`src/rtl/alarm_scheduler.sv`:
```
// rtl/alarm_scheduler.sv - digital clock time/alarm registers, load arbiter and alarm sequencer
//
// Purpose:
//   Holds the current time and alarm time. Arbitrates one-cycle load commands
//   from two requesters (A = UART decoder, B = pushbutton panel). Advances time
//   once per minute from an internal prescaler. Runs the alarm sequencer that
//   arms, rings, snoozes and drives the buzzer.
//
// Ports:
//   clk, reset                     clock, synchronous active-high reset
//   a_hour/a_min/a_ld_clk/a_ld_alm requester A time value and load pulses
//   b_hour/b_min/b_ld_clk/b_ld_alm requester B time value and load pulses
//   alarm_en                       level, 0 holds the sequencer in OFF
//   snooze, stop                   one-cycle user pulses
//   ack_a, ack_b                   one-cycle pulse, that requester's request was serviced
//   err                            one-cycle pulse with ack, request out of range and dropped
//   cur_hour/cur_min               current time
//   alm_hour/alm_min               alarm time
//   ringing, snoozing              buzzer enable, snooze indicator
module alarm_scheduler #(
  parameter int TICKS_PER_MIN = 6000000,
  parameter int RING_MIN      = 1,
  parameter int SNOOZE_MIN    = 5,
  parameter int MAX_SNOOZE    = 3
) (
  input  logic       clk,
  input  logic       reset,
  input  logic [4:0] a_hour,
  input  logic [5:0] a_min,
  input  logic       a_ld_clk,
  input  logic       a_ld_alm,
  input  logic [4:0] b_hour,
  input  logic [5:0] b_min,
  input  logic       b_ld_clk,
  input  logic       b_ld_alm,
  input  logic       alarm_en,
  input  logic       snooze,
  input  logic       stop,
  output logic       ack_a,
  output logic       ack_b,
  output logic       err,
  output logic [4:0] cur_hour,
  output logic [5:0] cur_min,
  output logic [4:0] alm_hour,
  output logic [5:0] alm_min,
  output logic       ringing,
  output logic       snoozing
);

  localparam int PW   = (TICKS_PER_MIN > 1) ? $clog2(TICKS_PER_MIN) : 1;
  localparam int TMAX = (RING_MIN > SNOOZE_MIN) ? RING_MIN : SNOOZE_MIN;
  localparam int TW   = $clog2(TMAX + 1);
  localparam int CW   = (MAX_SNOOZE > 0) ? $clog2(MAX_SNOOZE + 1) : 1;

  typedef struct packed {
    logic [4:0] hour;
    logic [5:0] min;
    logic       ld_clk;
    logic       ld_alm;
  } req_t;

  typedef enum logic [1:0] {ST_OFF, ST_ARMED, ST_RING, ST_SNOOZE} state_t;

  logic          pend_a_q, pend_a_d, pend_b_q, pend_b_d;
  req_t          slot_a_q, slot_a_d, slot_b_q, slot_b_d;
  logic          rr_q, rr_d;  // 0 = A has priority on contention, 1 = B
  logic [PW-1:0] presc_q, presc_d;
  logic [4:0]    cur_hour_q, cur_hour_d, alm_hour_q, alm_hour_d;
  logic [5:0]    cur_min_q, cur_min_d, alm_min_q, alm_min_d;
  logic          ack_a_q, ack_b_q, err_q;
  state_t        state_q, state_d;
  logic [TW-1:0] ring_t_q, ring_t_d, snz_t_q, snz_t_d;
  logic [CW-1:0] snz_cnt_q, snz_cnt_d;
  logic          ringing_q, snoozing_q;

  logic grant_a, grant_b, svc, bad;
  logic ld_clk_w, ld_alm_w, tick_raw, tick, match;
  req_t sel;

  // Arbitration works only from registered pend flags, so a pulse is never
  // serviced in the cycle it arrives.
  always_comb begin
    grant_a = 1'b0;
    grant_b = 1'b0;
    if (pend_a_q && pend_b_q) begin
      grant_a = ~rr_q;
      grant_b = rr_q;
    end else begin
      grant_a = pend_a_q;
      grant_b = pend_b_q;
    end
  end

  assign sel      = grant_a ? slot_a_q : slot_b_q;
  assign svc      = grant_a | grant_b;
  assign bad      = (sel.hour > 5'd23) || (sel.min > 6'd59);
  assign ld_clk_w = svc && !bad && sel.ld_clk;
  assign ld_alm_w = svc && !bad && sel.ld_alm;
  assign tick_raw = (presc_q == PW'(TICKS_PER_MIN - 1));
  // A clock load restarts the minute, so a coincident tick is discarded.
  assign tick     = tick_raw && !ld_clk_w;

  always_comb begin
    pend_a_d = pend_a_q;
    slot_a_d = slot_a_q;
    pend_b_d = pend_b_q;
    slot_b_d = slot_b_q;
    if (grant_a) pend_a_d = 1'b0;
    if (grant_b) pend_b_d = 1'b0;
    // A new pulse wins over both the old slot contents and a same-cycle service.
    if (a_ld_clk || a_ld_alm) begin
      pend_a_d = 1'b1;
      slot_a_d = '{hour: a_hour, min: a_min, ld_clk: a_ld_clk, ld_alm: a_ld_alm};
    end
    if (b_ld_clk || b_ld_alm) begin
      pend_b_d = 1'b1;
      slot_b_d = '{hour: b_hour, min: b_min, ld_clk: b_ld_clk, ld_alm: b_ld_alm};
    end
    rr_d = (pend_a_q && pend_b_q) ? ~rr_q : rr_q;
  end

  always_comb begin
    presc_d    = tick_raw ? '0 : presc_q + 1'b1;
    cur_hour_d = cur_hour_q;
    cur_min_d  = cur_min_q;
    alm_hour_d = alm_hour_q;
    alm_min_d  = alm_min_q;
    if (ld_clk_w) begin
      presc_d    = '0;
      cur_hour_d = sel.hour;
      cur_min_d  = sel.min;
    end else if (tick) begin
      if (cur_min_q == 6'd59) begin
        cur_min_d  = 6'd0;
        cur_hour_d = (cur_hour_q == 5'd23) ? 5'd0 : cur_hour_q + 5'd1;
      end else begin
        cur_min_d = cur_min_q + 6'd1;
      end
    end
    if (ld_alm_w) begin
      alm_hour_d = sel.hour;
      alm_min_d  = sel.min;
    end
  end

  // Compare against the next-state alarm so a combined clock+alarm load matches.
  assign match = (ld_clk_w || tick) && (cur_hour_d == alm_hour_d) && (cur_min_d == alm_min_d);

  always_comb begin
    state_d   = state_q;
    ring_t_d  = ring_t_q;
    snz_t_d   = snz_t_q;
    snz_cnt_d = snz_cnt_q;
    if (!alarm_en) begin
      state_d   = ST_OFF;
      ring_t_d  = '0;
      snz_t_d   = '0;
      snz_cnt_d = '0;
    end else begin
      case (state_q)
        ST_OFF: state_d = ST_ARMED;
        ST_ARMED: begin
          if (match) begin
            state_d   = ST_RING;
            ring_t_d  = TW'(RING_MIN);
            snz_cnt_d = '0;
          end
        end
        ST_RING: begin
          if (ld_alm_w || stop) begin
            state_d  = ST_ARMED;
            ring_t_d = '0;
            snz_t_d  = '0;
          end else if (snooze && (snz_cnt_q < CW'(MAX_SNOOZE))) begin
            state_d   = ST_SNOOZE;
            snz_t_d   = TW'(SNOOZE_MIN);
            snz_cnt_d = snz_cnt_q + 1'b1;
          end else if (tick) begin
            if (ring_t_q <= TW'(1)) begin
              state_d  = ST_ARMED;
              ring_t_d = '0;
            end else begin
              ring_t_d = ring_t_q - 1'b1;
            end
          end
        end
        ST_SNOOZE: begin
          if (ld_alm_w || stop) begin
            state_d  = ST_ARMED;
            ring_t_d = '0;
            snz_t_d  = '0;
          end else if (tick) begin
            if (snz_t_q <= TW'(1)) begin
              state_d  = ST_RING;
              snz_t_d  = '0;
              ring_t_d = TW'(RING_MIN);
            end else begin
              snz_t_d = snz_t_q - 1'b1;
            end
          end
        end
        default: state_d = ST_OFF;
      endcase
    end
  end

  always_ff @(posedge clk) begin
    if (reset) begin
      pend_a_q   <= 1'b0;
      pend_b_q   <= 1'b0;
      slot_a_q   <= '0;
      slot_b_q   <= '0;
      rr_q       <= 1'b0;
      presc_q    <= '0;
      cur_hour_q <= '0;
      cur_min_q  <= '0;
      alm_hour_q <= '0;
      alm_min_q  <= '0;
      ack_a_q    <= 1'b0;
      ack_b_q    <= 1'b0;
      err_q      <= 1'b0;
      state_q    <= ST_OFF;
      ring_t_q   <= '0;
      snz_t_q    <= '0;
      snz_cnt_q  <= '0;
      ringing_q  <= 1'b0;
      snoozing_q <= 1'b0;
    end else begin
      pend_a_q   <= pend_a_d;
      pend_b_q   <= pend_b_d;
      slot_a_q   <= slot_a_d;
      slot_b_q   <= slot_b_d;
      rr_q       <= rr_d;
      presc_q    <= presc_d;
      cur_hour_q <= cur_hour_d;
      cur_min_q  <= cur_min_d;
      alm_hour_q <= alm_hour_d;
      alm_min_q  <= alm_min_d;
      ack_a_q    <= grant_a;
      ack_b_q    <= grant_b;
      err_q      <= svc && bad;
      state_q    <= state_d;
      ring_t_q   <= ring_t_d;
      snz_t_q    <= snz_t_d;
      snz_cnt_q  <= snz_cnt_d;
      ringing_q  <= (state_d == ST_RING);
      snoozing_q <= (state_d == ST_SNOOZE);
    end
  end

  assign ack_a    = ack_a_q;
  assign ack_b    = ack_b_q;
  assign err      = err_q;
  assign cur_hour = cur_hour_q;
  assign cur_min  = cur_min_q;
  assign alm_hour = alm_hour_q;
  assign alm_min  = alm_min_q;
  assign ringing  = ringing_q;
  assign snoozing = snoozing_q;

endmodule

```
`config.mk`:
```
export PLATFORM = sky130hd
export DESIGN_NAME = alarm_scheduler
export DESIGN_NICKNAME = d
export VERILOG_FILES = /design/src/rtl/alarm_scheduler.sv
export SDC_FILE = /design/constraint.sdc
export NUM_CORES = 1
export LEC_CHECK = 0
export ABC_AREA = 1
export BUFFER_PORTS_ARGS = -buffer_cell sky130_fd_sc_hd__buf_2
export CAP_MARGIN = 20
export CORE_AREA = 2 2 143 145
export DETAILED_ROUTE_END_ITERATION = 6
export DIE_AREA = 0 0 145 147
export PLACE_DENSITY_LB_ADDON = 0.15
export SETUP_SLACK_MARGIN = 0.02
export SLEW_MARGIN = 20
export SYNTH_ARGS = -nofsm -noshare
export SYNTH_HDL_FRONTEND = slang
export SYNTH_SLANG_ARGS = --single-unit
```
`constraint.sdc`:
```
create_clock -name clk -period 2.7 [get_ports clk]
set_input_delay 0.54 -clock clk [delete_from_list [all_inputs] [get_ports clk]]
set_output_delay 0.54 -clock clk [all_outputs]
set_load 0.05 [all_outputs]
```
======== Word level (Yosys, flattened, before mapping) ========
Index checks and enable logic that the tools add are counted.
storage, ports and cells
  register bits after elaboration ......... 89
  word-level logic and storage cells ...... 129
  output and inout port bits .............. 27
  input bits .............................. 31
operators by class
  multiplexer cells ....................... 45
  magnitude comparators ................... 5
  $add $sub $neg .......................... 6
  bitwise operators ....................... 3
  equal/unequal tests ..................... 18
  reduce and logical (&&, ||, !) cells .... 27
operators by type and width
  operator                                                                count
  3-bit two-way mux                                                       13
  5-bit two-way mux                                                       5
  2-bit two-way mux                                                       12
  6-bit two-way mux                                                       4
  23-bit by 1-bit adder with 23-bit output (second input constant)        1
  23-bit == test (second input constant)                                  1
  3-bit inequality test (second input constant)                           5
  13-bit two-way mux                                                      1
  1-bit logical AND                                                       9
  3-bit case mux with 3 select lines                                      1
  2-bit == test (second input constant)                                   4
  2-bit case mux with 4 select lines                                      1
  2-bit nonzero test                                                      4
  6-bit by 1-bit adder with 6-bit output (second input constant)          1
  6-bit == test                                                           1
  6-bit == test (second input constant)                                   1
  6-bit greater-than comparator (second input constant)                   1
  3-bit by 1-bit <= comparator with 1-bit output (second input constant)  2
  1-bit two-way mux                                                       6
  2-bit inequality test (second input constant)                           3
  3-bit case mux with 2 select lines                                      1
  6-bit AND reduction                                                     1
  3-bit by 1-bit subtractor with 3-bit output (second input constant)     2
  5-bit by 1-bit adder with 5-bit output (second input constant)          1
  other kinds (17)                                                        23

======== Logic depth before layout (Yosys ltp) ========
  depth after elaboration ................. 19
  depth in mapped cells ................... 24
  mapped depth without buffers ............ 22

======== Least setup slack after synthesis ========
OpenSTA, ideal clock, no wires.
  path kind ............................... reg2reg
  from .................................... reg cur_min_q[1] (netlist: cur_min[1])
  to ...................................... reg ring_t_q[1]
  buffers on the path ..................... 0
  path slack .............................. 0.133 ns
  setup time .............................. 0.115 ns
  clock period less this slack ............ 2.567 ns
  data required time ...................... 2.585 ns
  cell stages (with the launch flop) ...... 19
  arrival ................................. 2.452 ns
  cells stage by stage .................... dfxtp_1 -> ha_1 -> nand4_1 -> inv_1 -> nand3_1 -> nand2_1 -> inv_1 -> nand3_1 -> nand3_1 -> nand2_1 -> nand2_1 -> nor2_1 -> nand3_1 -> nor2_2 -> nand3_2 -> nand2_4 -> nand3_1 -> nand2_1 -> nor2_1
on the way
  longest elaborated chain between the ends .. 9
  elaborated cells between the ends (all ways) .. 14
  those cells by class .................... add/sub (1); eq/ne (4); mux (6); reduce/logical (3)
ends and longest elaborated chain
  item                                                                                            RTL line  RTL
  start, declared                                                                                 69        logic [5:0] cur_min_q, cur_min_d, alm_min_q, alm_min_d;
  start signal, assigned                                                                          236       cur_min_q <= cur_min_d;
  parallel branches: the longest is 6 deep, another holds 6-bit by 1-bit adder with 6-bit output  -
  1-bit logical AND *                                                                             147       assign match = (ld_clk_w || tick) && (cur_hour_d == alm_hour_d) && (cur_min_d == alm_min_d);
  2-bit inequality test (no source line) *                                                        -
  6-bit AND reduction (no source line) *                                                          -
  end signal, assigned                                                                            243       ring_t_q <= ring_t_d;
  end, declared                                                                                   72        logic [TW-1:0] ring_t_q, ring_t_d, snz_t_q, snz_t_d;
Every way passes the cells marked *.
A chain may end at the register's enable or synchronous reset.

======== Worst setup path in the final report ========
  from .................................... reg pend_a_q
  to ...................................... reg ring_t_q[0]
on the way
  longest elaborated chain between the ends .. 17
  elaborated cells between the ends (all ways) .. 35
  those cells by class .................... order compare (2); eq/ne (7); mux (12); bitwise (1); reduce/logical (13)
ends and longest elaborated chain
  item                                                                            RTL line  RTL
  start, declared                                                                 64        logic pend_a_q, pend_a_d, pend_b_q, pend_b_d;
  start signal, assigned                                                          229       pend_a_q <= pend_a_d;
  1-bit logical AND                                                               85        if (pend_a_q && pend_b_q) begin
  1-bit two-way mux                                                               85
  13-bit two-way mux                                                              94        assign sel = grant_a ? slot_a_q : slot_b_q;
  6-bit greater-than comparator or 5-bit greater-than comparator (tied branches)  96        assign bad = (sel.hour > 5'd23) || (sel.min > 6'd59);
  1-bit logical OR                                                                96
  1-bit zero test                                                                 97, 98
  1-bit logical AND                                                               97, 98
  1-bit logical AND                                                               97        assign ld_clk_w = svc && !bad && sel.ld_clk;
  1-bit zero test                                                                 101       assign tick = tick_raw && !ld_clk_w;
  1-bit logical AND                                                               101
  5-bit two-way mux                                                               132       end else if (tick) begin
  5-bit two-way mux                                                               128       if (ld_clk_w) begin
  5-bit == test                                                                   147
  1-bit logical AND (2 in series)                                                 147
  2-bit inequality test (no source line)                                          -
  6-bit AND reduction (no source line)                                            -
Several ways; a longest one is shown, not always the timed one.

==> impl_metrics.yaml <==
synthesis:
  postSynthNetCount: 756
  syn_area_mm2: 0.00484
  synth.largest_area_cell: "sky130_fd_sc_hd__dfxtp_1"
  fraction_of_synthesis_flops_using_an_asynchronous_set_or_reset_pin_pct: 0
  syn-instance-count: 713
  synth_cell_types: 44
  postSynthAreaPerCell_um2: 6.79
  synth-seq-area-share_pct: 36.8
  yosys_most_used_dff: "sky130_fd_sc_hd__dfxtp_1"
  number_of_enable_type_register_cells_in_the_synthesized_netlist: 0
  area_fraction_of_the_dominant_cell_type_after_synthesis_pct: 36.8
  netlist_top_cells_area: "sky130_fd_sc_hd__dfxtp_1 37%, sky130_fd_sc_hd__nand2_1 11%, sky130_fd_sc_hd__inv_1 8.2%, sky130_fd_sc_hd__nor2_1 7.8%, sky130_fd_sc_hd__nand3_1 5.3%"
  synth.yosys.warnings: 0
  ys_ff_latch: 89
routing:
  route.antenna.remaining_nets: 0
  drtPass1Iterations: 5
  drt-total-wl_mm: 13.8
  post-route-drc-count: 0
  average_routed_wire_per_standard_cell_um: 12.5
  drt-vias-per-instance: 4.29
  drt_first_iter_violations: 159
  dr_total_vias: 4737
clock_tree:
  htree_depth: 3
  worstSkewPairLatency_ns: 0.35
  clkSinkCount: 89
  cts_max_path_bufs: 2
  tritoncts: "done"
  cts_hold_buffers: 0
  path_clk_slew_ns: 0.06
  tritoncts.num_buffers: 9
  cts_root_buf: "sky130_fd_sc_hd__clkbuf_16"
floorplanning:
  core_area_mm2: 0.0198
  start_util_pct: 24.4
  std_cell_rows: 52
  fp.dieW_um: 145
  die_area_mm2: 0.0213
  die_h_um: 147
  design.portCount: 58
timing:
  timing.slew.headroom_pct: 69.9
  hold_slack_ns: 0.402
  rsz0062_at_grt: "true"
  period_share_pct: 96.9
  worst_clock_skew_ns: 0.00985
  tightestPinTransition_ns: 0.447
  report.final.hold_viol_count: 0
  fmaxAchievable_mhz: 382
  final-setup-viol-count: 0
  timing.final.crit_period_ns: 2.62
  final-max-slew-violation-count: 0
final_layout:
  drive_above_1_share_pct: 24.6
  layout-area-overhead-vs-synth_pct: 31.9
  commonest_cells_after_routing_fill_and_taps_aside: "138 x sky130_fd_sc_hd__nand2_1, 105 x sky130_fd_sc_hd__inv_1, 94 x sky130_fd_sc_hd__nor2_1"
  num-nets-final: 871
  layout_commonest_cell: "sky130_fd_sc_hd__nand2_1"
  antenna-diode-count: 0
power:
  internal-power_mw: 2.33
  max-vdd-ir-drop_v: 0.000301
  power_density_mw_per_mm2: 526
  leakagePower_nw: 2.87
  p_switching_mw: 1.02
  total_power_mw: 3.36
  power.share.switching_pct: 30.5
  power_frac_seq_pct: 42.4
  clk_network_pwr_share_pct: 37.5
  power.share.combinational_pct: 20.0
grt:
  maximum_number_of_pins_on_one_net_before_global_route_repair: 31
  grt_antenna_before_repair: 0
  grtUsageTotal_pct: 13.0
  first_global_vias: 4471
  grt_pass1_wl_mm: 22.2
  sum_of_overflow_across_all_layers_after_global_routing: 0
critical_path:
  critPathCaptureType: "flop"
  cp_arrival_ns: 2.90
  cp_startpoint_kind: "flop"
  worstPathMaxFanout: 10
  setup.worst_path.class: "flop to flop"
  required_ns: 2.99
placed_design:
  port-buffer-count: 57
  hpwlAfterDp_mm: 10.4
  last_weighted_congestion_value_of_the_routability_driven_placer: 0.794
status:
  status: "finished clean"
hold_path:
  holdCritPathClass: "input port to flop"
job:
  max_cap_viol_count: 0
synthesized netlist by cell type (all sizes together) (2+ instances only):
library cell	count
o31ai	3
nor3b	7
nand3b	6
nand2	154
clkbuf	11
nor3	15
inv	109
xnor2	2
dfxtp	89
nor4	8
nand3	55
buf	8
nand4	13
ha	12
xor2	9
o21bai	2
a211oi	2
a21oi	43
o21ai	48
nor2	103
or2	7
metal layers:
metal / share of wire (%) / GRT usage [%] / vias to the layer above
met2: 45 / 20.9 / 74
met3: 3.3 / 2.86 / 11
met4: 1.1 / 3.86 / 0
met1: 51 / 17.5 / 2124
li1: - / - / 2528
met5: 0 / 0 / -
through the flow:
stage	setup TNS (ns)	utilization (%)	instances	setup WS, ns	cell area (um^2)
2_1_floorplan	0	-	713	0.133	4840
3_3_place_gp	-0.668	28.9	1072	-0.0886	5730
3_5_place_dp	-0.726	28.9	1072	-0.101	5730
4_1_cts	0	30.6	1092	0.0272	6080
5_1_grt	-1.00	32.2	1103	-0.135	6380
6_report	0	32.2	1103	0.0843	6380
layout make-up:
class                           instances  area [um^2]
Clock buffer                           10          229
Clock inverter                          6         58.8
Fill cell                            2213        13500
Inverter                              109          414
Multi-Input combinational cell        499         2760
Sequential cell                        89         1790
Tap cell                              270          338
Timing Repair Buffer                  120          790
what timing repair did:
action | 4_1_cts | 5_1_grt
buffers inserted | 3 | 9
gates resized for setup | 3 | 56
endpoints found under the setup margin | 9 | 16
cloned | 1 | 2
pin swaps | 1 | 11
final timing paths:
| kind | start | endpoint | slack [ns] | depth (start not counted) |
|---|---|---|---|---|
| worst max register to register | pend_a_q | ring_t_q[0] | 0.08 | 18 |
| worst min-delay path | reset | state_q[0] | 0.40 | 2 |
| worst min register to register | presc_q[0] | presc_q[0] | 0.45 | 1 |
| worst max-delay path | pend_a_q | ring_t_q[0] | 0.08 | 18 |
cells by family after synthesis:
kind of cell,synth area share (%)
xor+xnor,1.99
simple gates,35.5
buf+inv,10.8
mux,0.207
flops,36.8
fa+ha+maj,3.10
compound gates,11.6
power by group through the flow:
| stage | Combinational [mW] | Sequential, mW | Clock (mW) |
|---|---|---|---|
| after global placement | 0.612 | 1.45 | 0 |
| final | 0.672 | 1.42 | 1.26 |
| after global routing | 0.746 | 1.43 | 1.35 |
| after floorplan | 0.332 | 1.53 | 0 |
| after detailed placement | 0.610 | 1.45 | 0 |
| after CTS | 0.626 | 1.42 | 1.30 |
registers in the layout (all words and copies together) (netlist names), 2 cells and up:
register,count
presc_q,23
slot_a_q,13
slot_b_q,13
alm_min,6
cur_min,6
alm_hour,5
cur_hour,5
ring_t_q,3
snz_t_q,3
snz_cnt_q,2
state_q,2
worst max-delay path, stage by stage (launching register included):
cell	delay, ns
sky130_fd_sc_hd__dfxtp_4	0.38
sky130_fd_sc_hd__nand3_4	0.11
sky130_fd_sc_hd__nand2_8	0.13
sky130_fd_sc_hd__buf_6	0.12
sky130_fd_sc_hd__nand2_2	0.05
sky130_fd_sc_hd__nand2_2	0.05
sky130_fd_sc_hd__nor2_2	0.04
sky130_fd_sc_hd__nand2_4	0.11
sky130_fd_sc_hd__nand4_2	0.28
sky130_fd_sc_hd__or2_2	0.41
sky130_fd_sc_hd__nand3_1	0.10
sky130_fd_sc_hd__nand2_1	0.06
sky130_fd_sc_hd__inv_1	0.05
sky130_fd_sc_hd__nand2_1	0.05
sky130_fd_sc_hd__nor2_2	0.13
sky130_fd_sc_hd__nand3_4	0.13
sky130_fd_sc_hd__nand2_2	0.15
sky130_fd_sc_hd__nand3_2	0.08
sky130_fd_sc_hd__a21oi_2	0.13
(Power assumes the default switching activity.)
